[config.mk]
export PLATFORM = sky130hd
export DESIGN_NAME = fifo_wr_arbiter
export DESIGN_NICKNAME = d
export VERILOG_FILES = /design/src/rtl/fifo_wr_arbiter.sv
export SDC_FILE = /design/constraint.sdc
export NUM_CORES = 1
export LEC_CHECK = 0
export CORE_MARGIN = 2
export CORE_UTILIZATION = 29
export DETAILED_ROUTE_END_ITERATION = 8
export PLACE_DENSITY = 0.73
export SLEW_MARGIN = 20
export SYNTH_ARGS = -nofsm -noshare
export SYNTH_HDL_FRONTEND = slang
export SYNTH_SLANG_ARGS = --single-unit
[constraint.sdc]
create_clock -name clk -period 1.4 [get_ports clk]
set_input_delay 0.14 -clock clk [delete_from_list [all_inputs] [get_ports clk]]
set_output_delay 0.14 -clock clk [all_outputs]
set_load 0.02 [all_outputs]
[src/rtl/fifo_wr_arbiter.sv]
// Round-robin arbiter sharing one FIFO write port among num_req producers.
// Each grant lasts up to max_burst accepted beats; an idle cycle separates grants.
module fifo_wr_arbiter #(
    parameter int num_req    = 4,
    parameter int data_width = 8,
    parameter int max_burst  = 4
) (
    input  logic                          clk,
    input  logic                          clr,
    input  logic [num_req-1:0]            req,
    input  logic [num_req*data_width-1:0] req_data,
    output logic [num_req-1:0]            gnt,
    output logic [num_req-1:0]            accept,
    output logic [$clog2(num_req)-1:0]    owner,
    output logic                          busy,
    input  logic                          fifo_full,
    output logic                          fifo_w_en,
    output logic [data_width-1:0]         fifo_data
);
    localparam int ow = $clog2(num_req);
    localparam int bw = (max_burst > 1) ? $clog2(max_burst) : 1;
    localparam logic [bw-1:0] last_beat = bw'(max_burst - 1);
    localparam logic [ow-1:0] last_req  = ow'(num_req - 1);

    typedef enum logic {IDLE, BURST} state_t;

    state_t               state, state_nx;
    logic [num_req-1:0]   gnt_nx;
    logic [ow-1:0]        owner_nx, rr_ptr, rr_nx, pick;
    logic [bw-1:0]        beat_cnt, cnt_nx;
    logic                 found, release_now;
    int                   idx;

    assign accept    = gnt & req & {num_req{~fifo_full}};
    assign fifo_w_en = |accept;
    assign fifo_data = req_data[owner*data_width +: data_width];
    assign busy      = (state == BURST);

    // First requester at or after rr_ptr, wrapping explicitly so any num_req works.
    always_comb begin
        pick  = '0;
        found = 1'b0;
        idx   = 0;
        for (int k = 0; k < num_req; k++) begin
            idx = int'(rr_ptr) + k;
            if (idx >= num_req) idx = idx - num_req;
            if (!found && req[idx]) begin
                found = 1'b1;
                pick  = ow'(idx);
            end
        end
    end

    always_comb begin
        state_nx    = state;
        gnt_nx      = gnt;
        owner_nx    = owner;
        rr_nx       = rr_ptr;
        cnt_nx      = beat_cnt;
        release_now = 1'b0;
        case (state)
            IDLE: begin
                if (found) begin
                    state_nx       = BURST;
                    gnt_nx         = '0;
                    gnt_nx[pick]   = 1'b1;
                    owner_nx       = pick;
                    cnt_nx         = '0;
                end
            end
            BURST: begin
                // A dropped request releases without a write; a full FIFO just stalls.
                release_now = !req[owner] || (!fifo_full && beat_cnt == last_beat);
                if (release_now) begin
                    state_nx = IDLE;
                    gnt_nx   = '0;
                    cnt_nx   = '0;
                    rr_nx    = (owner == last_req) ? '0 : owner + 1'b1;
                end else if (!fifo_full) begin
                    cnt_nx = beat_cnt + 1'b1;
                end
            end
            default: state_nx = IDLE;
        endcase
    end

    always_ff @(posedge clk) begin
        if (clr) begin
            state    <= IDLE;
            gnt      <= '0;
            owner    <= '0;
            rr_ptr   <= '0;
            beat_cnt <= '0;
        end else begin
            state    <= state_nx;
            gnt      <= gnt_nx;
            owner    <= owner_nx;
            rr_ptr   <= rr_nx;
            beat_cnt <= cnt_nx;
        end
    end
endmodule

* Word-level counts from Yosys, hierarchy flattened
Index checks and enable logic that the tools add are counted.
** Storage, ports and cells
- Input port bits :: 39
- Register bits after elaboration :: 11
- Output and inout bits :: 20
- Logic and storage cells :: 90
** Cells by class
- Reductions and logical operators :: 16
- Eq/ne operators :: 5
- Shift operators :: 1
- Multiplexer cells :: 39
- Order comparisons :: 11
- $add $sub $neg :: 9
- Bitwise operators :: 4
** Operator list (number)
- $lt A32 B4 Y1 const B :: 4
- $mux W32 :: 4
- $shiftx A32 B6 Y8 :: 1
- $mux W1 :: 16
- $mux W2 :: 8
- $sub A3 B3 Y4 const B :: 3
- $bmux W1 S2 :: 5
- $ge A3 B3 Y1 const B :: 3
- $and A4 B4 Y4 :: 2
- $mux W4 :: 2
- $pmux W4 S2 :: 1
- $reduce_and A2 Y1 :: 4
- $add A2 B2 Y3 const B :: 2
- $lt A2 B3 Y1 const B :: 2
- $logic_and A1 B1 Y1 :: 5
- $logic_not A1 Y1 :: 5
- $add A2 B1 Y2 const B :: 2
- $eq A2 B2 Y1 const B :: 2
- $pmux W2 S2 :: 1
- $reduce_or A4 Y1 :: 1
- $sub A2 B3 Y4 const B :: 1
- $add A2 B1 Y3 const B :: 1
- $ge A2 B3 Y1 const B :: 1
- $ne A3 B2 Y1 const B :: 1
- other kinds (7) :: 8

* Longest topological paths before layout
Gate-level depths: netlist (run 1).
- Word-level depth :: 21
- Mapped depth :: 5
- Depth with buffers taken out :: 5

* Worst setup path before layout (run 1)
OpenSTA, ideal clock, no wires.
- Path type :: reg2reg
- From :: register owner[0]
- To :: register rr_ptr[1]
- Clock period less this slack :: 1618 ps
- Arrival :: 1490 ps
- Library setup time :: 128 ps
- Required time :: 1272 ps
- Stages on the path, launching flop included :: 5
- Slack :: -218 ps
- Buffers on the path :: 0
- Cells stage by stage :: dfxtp_1 > mux4_2 > a21boi_2 > mux2i_1 > nor2_1
** On the way
- Longest elaborated chain between the ends :: 5
- Elaborated cells between the ends (all ways) :: 8
- Those cells by class :: add/sub: 1; eq/ne: 1; mux: 3; reduce/logical: 3
** RTL lines
- start: declaration :: line 14 : output logic [$clog2(num_req)-1:0] owner,
- start signal: assignment :: line 97 : owner <= owner_nx;
- $bmux W1 S2 :: line 73 : release_now = !req[owner] || (!fifo_full && beat_cnt == last_beat);
- $mux W1 (not written as such) :: line 73
- $logic_not A1 Y1 :: line 73
- $logic_or A1 B1 Y1 :: line 73
- $reduce_and A2 Y1 (no line)
- end signal: assignment :: line 98 : rr_ptr <= rr_nx;
- end: declaration :: line 29 : logic [ow-1:0] owner_nx, rr_ptr, rr_nx, pick;
Parallel ways exist; a longest one is shown, timed or not. The select of a mux whose other input is x is not followed.
A chain may end at the register's enable or synchronous reset.

* Final worst setup path (run 1)
- From :: register owner[0]
- To :: register beat_cnt[0]
** On the way
- Longest elaborated chain between the ends :: 6
- Elaborated cells between the ends (all ways) :: 8
- Those cells by class :: eq/ne: 1; mux: 4; reduce/logical: 3
** RTL lines
- $bmux W1 S2 (*) :: line 73
- $mux W1 (not written as such) (*) :: line 73
- $logic_not A1 Y1 (*) :: line 73
- $logic_or A1 B1 Y1 (*) :: line 73
- $mux W2 / $ne A3 B2 Y1 (equally long branches)
- $pmux W2 S2 / $reduce_and A2 Y1 (equally long branches)
- end signal: assignment :: line 99 : beat_cnt <= cnt_nx;
- end: declaration :: line 30 : logic [bw-1:0] beat_cnt, cnt_nx;
Every way passes the cells marked *; elsewhere a longest branch is shown, timed or not. The select of a mux whose other input is x is not followed.

==> summary.md, run 1 <==
| Metric | Value |
|---|---|
| Status | `complete, but fails checks` |
| Failing checks | `negative setup slack` |
| Tcrit/Tclk final | `115%` |
| Startpoint types | `flop` |
| Vias per inst | `5.34` |
| Unrepaired setup endpoints after global routing | `true` |
| H-tree depth | `1` |
| Register area share after synthesis | `27.3%` |
| Least-Margin Pin Slew | `0.458 ns` |
| Diode count | `0` |
| Largest net degree at the start of global routing | `12` |
| Max Slew Vio Count | `0` |
| Post-DR wirelength/cell | `15.9 µm` |
| Post-synthesis register bit count | `11` |
| Die ar. | `0.00322 mm²` |
| Clk root buf | `clkbuf_4` |
| Crit path DAT | `1.79 ns` |
| Final Hold Fails | `0` |
| Slew headroom | `69.3%` |
| Maxcap violations | `0` |
| Clock Latency Late Sink | `0.28 ns` |
| Gpl congestion | `0.796` |
| Setup TNS | `-3.15 ns` |
| Worst Clk Skew | `0.0102 ns` |
| Die width | `56.8 µm` |
| Io pins | `59` |
| Worst R2R Start | `owner[0]` |
| Req. time, crit path | `1.57 ns` |
| Final worst slack | `-0.216 ns` |
| Core Area | `0.00271 mm²` |
| Synth-to-Final Area Change | `111%` |
| Drt pass-1 iters | `4` |
| Synth cell types | `30` |
| Min Hold Slack | `0.471 ns` |
| HPWL Detailed | `2410 µm` |
| Clk sinks | `11` |
| Crit path kind | `flop to flop` |
| Starting density of the core | `29.8%` |
| DRC violation count after routing | `0` |
| Synthesized area | `807 µm²` |
| Grt total ovfl | `0` |
| # nets final | `204` |
| Cell Rows | `19` |
| Tot Pwr | `1.26 mW` |
| Layout cell share with drive strength beyond 1 | `42.6%` |
| Number of global-route vias before repair | `1,027` |
| Final setup vio count | `18` |
| Hold crit path type | `primary input to flop` |
| Drt first-iter violations | `32` |
| Maximum vdd drop | `0.000631 V` |
| Die H | `56.8 µm` |
| Vias | `1,030` |
| Setup crit start | `owner[0]` |
| Longest Clk Path Bufs | `2` |
| Synth Instances | `78` |
| Pwr Density | `741 mW/mm²` |
| Worst Path Max Fanout | `4` |
| Detail Route Antenna Nets | `0` |
| PortBufs | `58` |
| Max Clk Rate | `619 MHz` |
| Synth warn | `0` |
| Gr usage total | `19.7%` |
| Clock transition at path regs | `0.08 ns` |
| Crit end category | `flop` |
| Hold Startpoint | `req[3]` |
| P_leak | `0.721 nW` |
| First-pass GRT wire length | `4940 µm` |
| Mean Syn Cell Area | `10.3 µm²` |
| Clock buffer count from CTS | `3` |
| Syn Nets | `119` |
| Minimum clock period | `1.62 ns` |
| Initial antenna violation count | `0` |
| Final wirelength | `3060 µm` |
| CTS tree | `yes` |
==> final timing paths <==
kind	end	slack, ns	depth (start not counted)
worst max-delay path	beat_cnt[0]	-0.22	5
worst min register to register	beat_cnt[1]	0.50	1
worst max register to register	beat_cnt[0]	-0.22	5
worst min-delay path	owner[1]	0.47	4
==> timing repair <==
action	CTS	global route
cloned	0	0
gates resized for setup	75	15
endpoints found under the setup margin	30	23
setup buffers	5	1
pin swaps	1	5
endpoints found under the hold margin	0	0
hold buffers	0	0
==> registers in the layout, indices dropped and copies added, names as in the netlist <==
signal and count:
gnt 4, owner 2, busy 1, rr_ptr 2, beat_cnt 2
==> cells by family (layout without fill, tap and decap cells) <==
kind of cell / Yosys count / after routing / share of synthesized area (%)
buf+inv: 5 / 89 / 2.79
fa+ha+maj: 2 / 2 / 3.10
flops: 11 / 11 / 27.3
compound gates: 22 / 22 / 21.6
simple gates: 26 / 26 / 16.3
mux: 12 / 12 / 29.0
==> per-layer routing <==
metal / share of wire [%] / global-route usage, %
met5: 0 / 0
met1: 38 / 21.3
met3: 9.4 / 6.45
met2: 52 / 37.5
met4: 0.56 / 2.99
==> synth_stat cells <==
| master | n | area (µm²) |
|---|---|---|
| nor4_1 | 1 | 6.26 |
| nand2_1 | 7 | 26.3 |
| a32o_1 | 4 | 40.0 |
| nor3_1 | 2 | 10.0 |
| o221a_2 | 1 | 11.3 |
| nor3b_1 | 1 | 7.51 |
| o22ai_1 | 1 | 6.26 |
| clkbuf_1 | 1 | 3.75 |
| o21ai_0 | 1 | 5.00 |
| mux4_2 | 9 | 203 |
| a22o_1 | 1 | 8.76 |
| buf_2 | 3 | 15.0 |
| o21a_1 | 1 | 7.51 |
| a21o_1 | 2 | 15.0 |
| a21o_2 | 1 | 8.76 |
| nand2b_1 | 4 | 25.0 |
| o31ai_1 | 1 | 7.51 |
| nor2_1 | 7 | 26.3 |
| dfxtp_1 | 11 | 220 |
| o22a_2 | 1 | 10.0 |
| ha_1 | 2 | 25.0 |
| nand3_1 | 2 | 10.0 |
| or4_1 | 1 | 7.51 |
| a21boi_2 | 1 | 11.3 |
| mux2_2 | 1 | 11.3 |
| inv_1 | 1 | 3.75 |
| mux2i_1 | 2 | 20.0 |
| o221ai_1 | 2 | 17.5 |
| a21oi_1 | 5 | 25.0 |
| nor4_2 | 1 | 12.5 |
==> per-stage QoR <==
stage                     setup slack (ns)  utilization, %  area, µm²  instances
after global routing                -0.268            62.9       1710        193
after floorplan                    -0.0679               -        815         78
after global placement              -0.559            57.7       1560        183
after detailed placement            -0.607            57.7       1560        183
after CTS                           -0.209            61.6       1670        192
final                               -0.216            62.9       1710        193
==> area by class of cell <==
| cell class | instances | area [µm²] |
|---|---|---|
| Fill cell | 213 | 1000 |
| Timing Repair Buffer | 84 | 797 |
| Multi-Input combinational cell | 62 | 612 |
| Sequential cell | 11 | 228 |
| Tap cell | 31 | 38.8 |
| Clock buffer | 4 | 26.3 |
| Inverter | 1 | 3.75 |
==> where the power goes <==
| group | switching [mW] | internal (mW) |
|---|---|---|
| Combinational | 0.266 | 0.395 |
| Clock | 0.115 | 0.111 |
| Sequential | 0.0358 | 0.342 |
==> worst max-delay path, cell delays in order, from the launching register on <==
cell     delay (ns)
dfxtp_4        0.39
buf_6          0.11
mux4_2         0.55
nand3_1        0.10
a21oi_1        0.09
mux2_2         0.27
==> placed cells by master (no fill, tap or decap), drive strengths merged, types with 3 or more instances in the layout <==
master	n
a21o	3
a21oi	5
a32o	4
buf	35
clkbuf	7
clkdlybuf4s50	36
dfxtp	11
dlygate4sd2	8
mux4	9
nand2	7
nand2b	4
nor2	7
Power figures use the tool's default switching activity.
==> run 2: changes to the inputs <==
--- a/config.mk
+++ b/config.mk
@@ -7,6 +7,7 @@
 export LEC_CHECK = 0
 export CORE_MARGIN = 2
 export CORE_UTILIZATION = 29
+export CTS_CLUSTER_DIAMETER = 80
 export DETAILED_ROUTE_END_ITERATION = 8
 export PLACE_DENSITY = 0.73
 export SLEW_MARGIN = 20
==> results of run 2 <==
No change in the layout: final DEF, timing and power equal those of run 1.
==> run 3: changes to the inputs <==
--- a/config.mk
+++ b/config.mk
@@ -9,6 +9,7 @@
 export CORE_UTILIZATION = 29
 export CTS_CLUSTER_DIAMETER = 80
 export DETAILED_ROUTE_END_ITERATION = 8
+export GPL_TIMING_DRIVEN = 0
 export PLACE_DENSITY = 0.73
 export SLEW_MARGIN = 20
 export SYNTH_ARGS = -nofsm -noshare
==> run 3 against run 2 <==
Net effect: the flow still finishes with violations (negative setup slack); clock power increased by 2%; critical path depth decreased by 2; non-clock buffer count decreased by 17; cell count decreased by 8.8%; first-iteration DRC count decreased by 19%; sequential power about the same; power decreased by 3.6%.
==> summary.md, run 3 (synthesized netlist as in run 1, its figures left out) <==
| Metric | Value |
|---|---|
| Status | `complete, but fails checks` |
| Failing checks | `negative setup slack` |
| Crit path DAT | `1.46 ns` |
| Unrepaired setup endpoints after global routing | `true` |
| Tot Pwr | `1.22 mW` |
| Pwr Density | `771 mW/mm²` |
| Worst reg2reg endpoint | `rr_ptr[1]` |
| Most frequent cells in the layout | `clkdlybuf4s50_1 (32), dlygate4sd2_1 (13), mux4_2 (9), buf_6 (9)` |
| H-tree depth | `1` |
| Crit end category | `primary output` |
| Worst R2R Start | `owner[0]` |
| PortBufs | `57` |
| Most common cell after layout, fill and taps aside | `clkdlybuf4s50_1` |
| Setup crit start | `owner[0]` |
| Reg power frac | `31.0%` |
| Vias | `959` |
| Crit path kind | `flop to primary output` |
| Drt pass-1 iters | `4` |
| Die H | `56.8 µm` |
| DRC violation count after routing | `0` |
| First-pass GRT wire length | `4330 µm` |
| Die ar. | `0.00322 mm²` |
| Starting density of the core | `29.8%` |
| Number of global-route vias before repair | `921` |
| Worst Clk Skew | `0.00336 ns` |
| Least-Margin Pin Slew | `0.701 ns` |
| Tcrit/Tclk final | `114%` |
| Max FFs per register | `4` |
| Clock buffer count from CTS | `3` |
| Gr usage total | `17.2%` |
| Req. time, crit path | `1.26 ns` |
| Net Sw Power | `0.410 mW` |
| Final wirelength | `2920 µm` |
| Reg with most FFs | `gnt` |
| Setup TNS | `-2.50 ns` |
| Vias per inst | `5.45` |
| Layout cell share with drive strength beyond 1 | `35.9%` |
| Worst slack, placed | `-0.657 ns` |
| Die width | `56.8 µm` |
| Core Area | `0.00271 mm²` |
| Diode count | `0` |
| Hold depth | `2` |
| CTS tree | `yes` |
| Drt first-iter violations | `26` |
| Clk root buf | `clkbuf_4` |
| Gpl congestion | `0.777` |
| Initial antenna violation count | `0` |
| Io pins | `59` |
| Max Clk Rate | `625 MHz` |
| Core Util, Final | `58.3%` |
| HPWL Detailed | `2120 µm` |
| Maxcap violations | `0` |
| Clock transition at path regs | `0.08 ns` |
| Worst reg-to-reg path cell count | `4` |
| Min Hold Slack | `0.269 ns` |
| Max Slew Vio Count | `0` |
| Hold crit path type | `primary input to flop` |
| Clock Latency Late Sink | `0.28 ns` |
| Clk sinks | `11` |
| Maximum vdd drop | `0.000595 V` |
| Worst Hold Path EP | `rr_ptr[1]` |
| Reg-to-reg slack, setup | `-0.15 ns` |
| Clock group share of total power | `19.0%` |
| # nets final | `187` |
| Internal Pwr Total | `0.808 mW` |
| Post-DR wirelength/cell | `16.6 µm` |
| Hold Startpoint | `clr` |
| Cell Rows | `19` |
| Final Hold Fails | `0` |
| Grt total ovfl | `0` |
| Detail Route Antenna Nets | `0` |
| Longest Clk Path Bufs | `2` |
| Synth-to-Final Area Change | `95.8%` |
| Gate power share | `50.0%` |
| Final worst slack | `-0.200 ns` |
| Worst Path Max Fanout | `4` |
| P_leak | `0.677 nW` |
| Minimum clock period | `1.60 ns` |
| Final setup vio count | `17` |
| Largest net degree at the start of global routing | `11` |
| Switch share | `33.7%` |
| Startpoint types | `flop` |
| Slew headroom | `52.9%` |
==> run 3: cell count changes in the layout (fill, tap and decap cells not counted), sizes merged <==
cell / change
clkdlybuf4s50: -4
dlymetal6s2s: +2
clkdlybuf4s15: -1
clkbuf: -1
dlygate4sd2: +5
buf: -18
==> run 3: layer usage <==
layer | vias to the layer above | global-route usage [%] | wire length (µm) | share of wire [%]
met3 | 5 | 5.30 | 232 | 7.9
met1 | 448 | 19.6 | 1190 | 41
met4 | 0 | 5.98 | 36 | 1.2
met5 | - | 0 | 0 | 0
met2 | 57 | 30.2 | 1460 | 50
li1 | 449 | - | - | -
==> run 3: final cells by class <==
class                      count  area, µm²
fill                         227       1130
timing repair buffer          63        636
multi-input combinational     62        611
sequential                    11        229
tap                           31       38.8
buffer                         4       36.3
clock buffer                   4       26.3
inverter                       1       3.75
==> run 3: stage by stage <==
stage          area [µm²]  std cells
3_3_place_gp         1420        166
2_1_floorplan         815         78
6_report             1580        176
4_1_cts              1470        173
3_5_place_dp         1420        166
5_1_grt              1580        176
==> run 3: what timing repair did <==
action / 4_1_cts / 5_1_grt
gates resized for setup: 66 / 23
gates cloned: 0 / 1
endpoints found under the setup margin: 26 / 21
hold buffers: 0 / 0
pin swaps: 4 / 3
buffers inserted: 3 / 2
==> run 3: power by group through the flow <==
stage	Clock (mW)	Sequential (mW)	Combinational, mW
global route	0.247	0.382	0.646
floorplan	0	0.396	0.260
CTS	0.231	0.374	0.538
detailed placement	0	0.377	0.543
global placement	0	0.377	0.538
finish	0.231	0.377	0.610
==> run 3: how the worst max path moves through the flow <==
stage	slack, ns	depth (start not counted)	end
floorplan	-0.07	4	rr_ptr[1]
global placement	-0.66	5	fifo_w_en
detailed placement	-0.66	5	fifo_w_en
CTS	-0.21	3	fifo_data[7]
global route	-0.23	3	fifo_data[0]
finish	-0.20	3	fifo_data[2]
==> run 3: critical path, stage by stage (launching register included) <==
cell,delay [ns]
dfxtp_4,0.39
clkbuf_16,0.15
mux4_2,0.49
buf_6,0.15
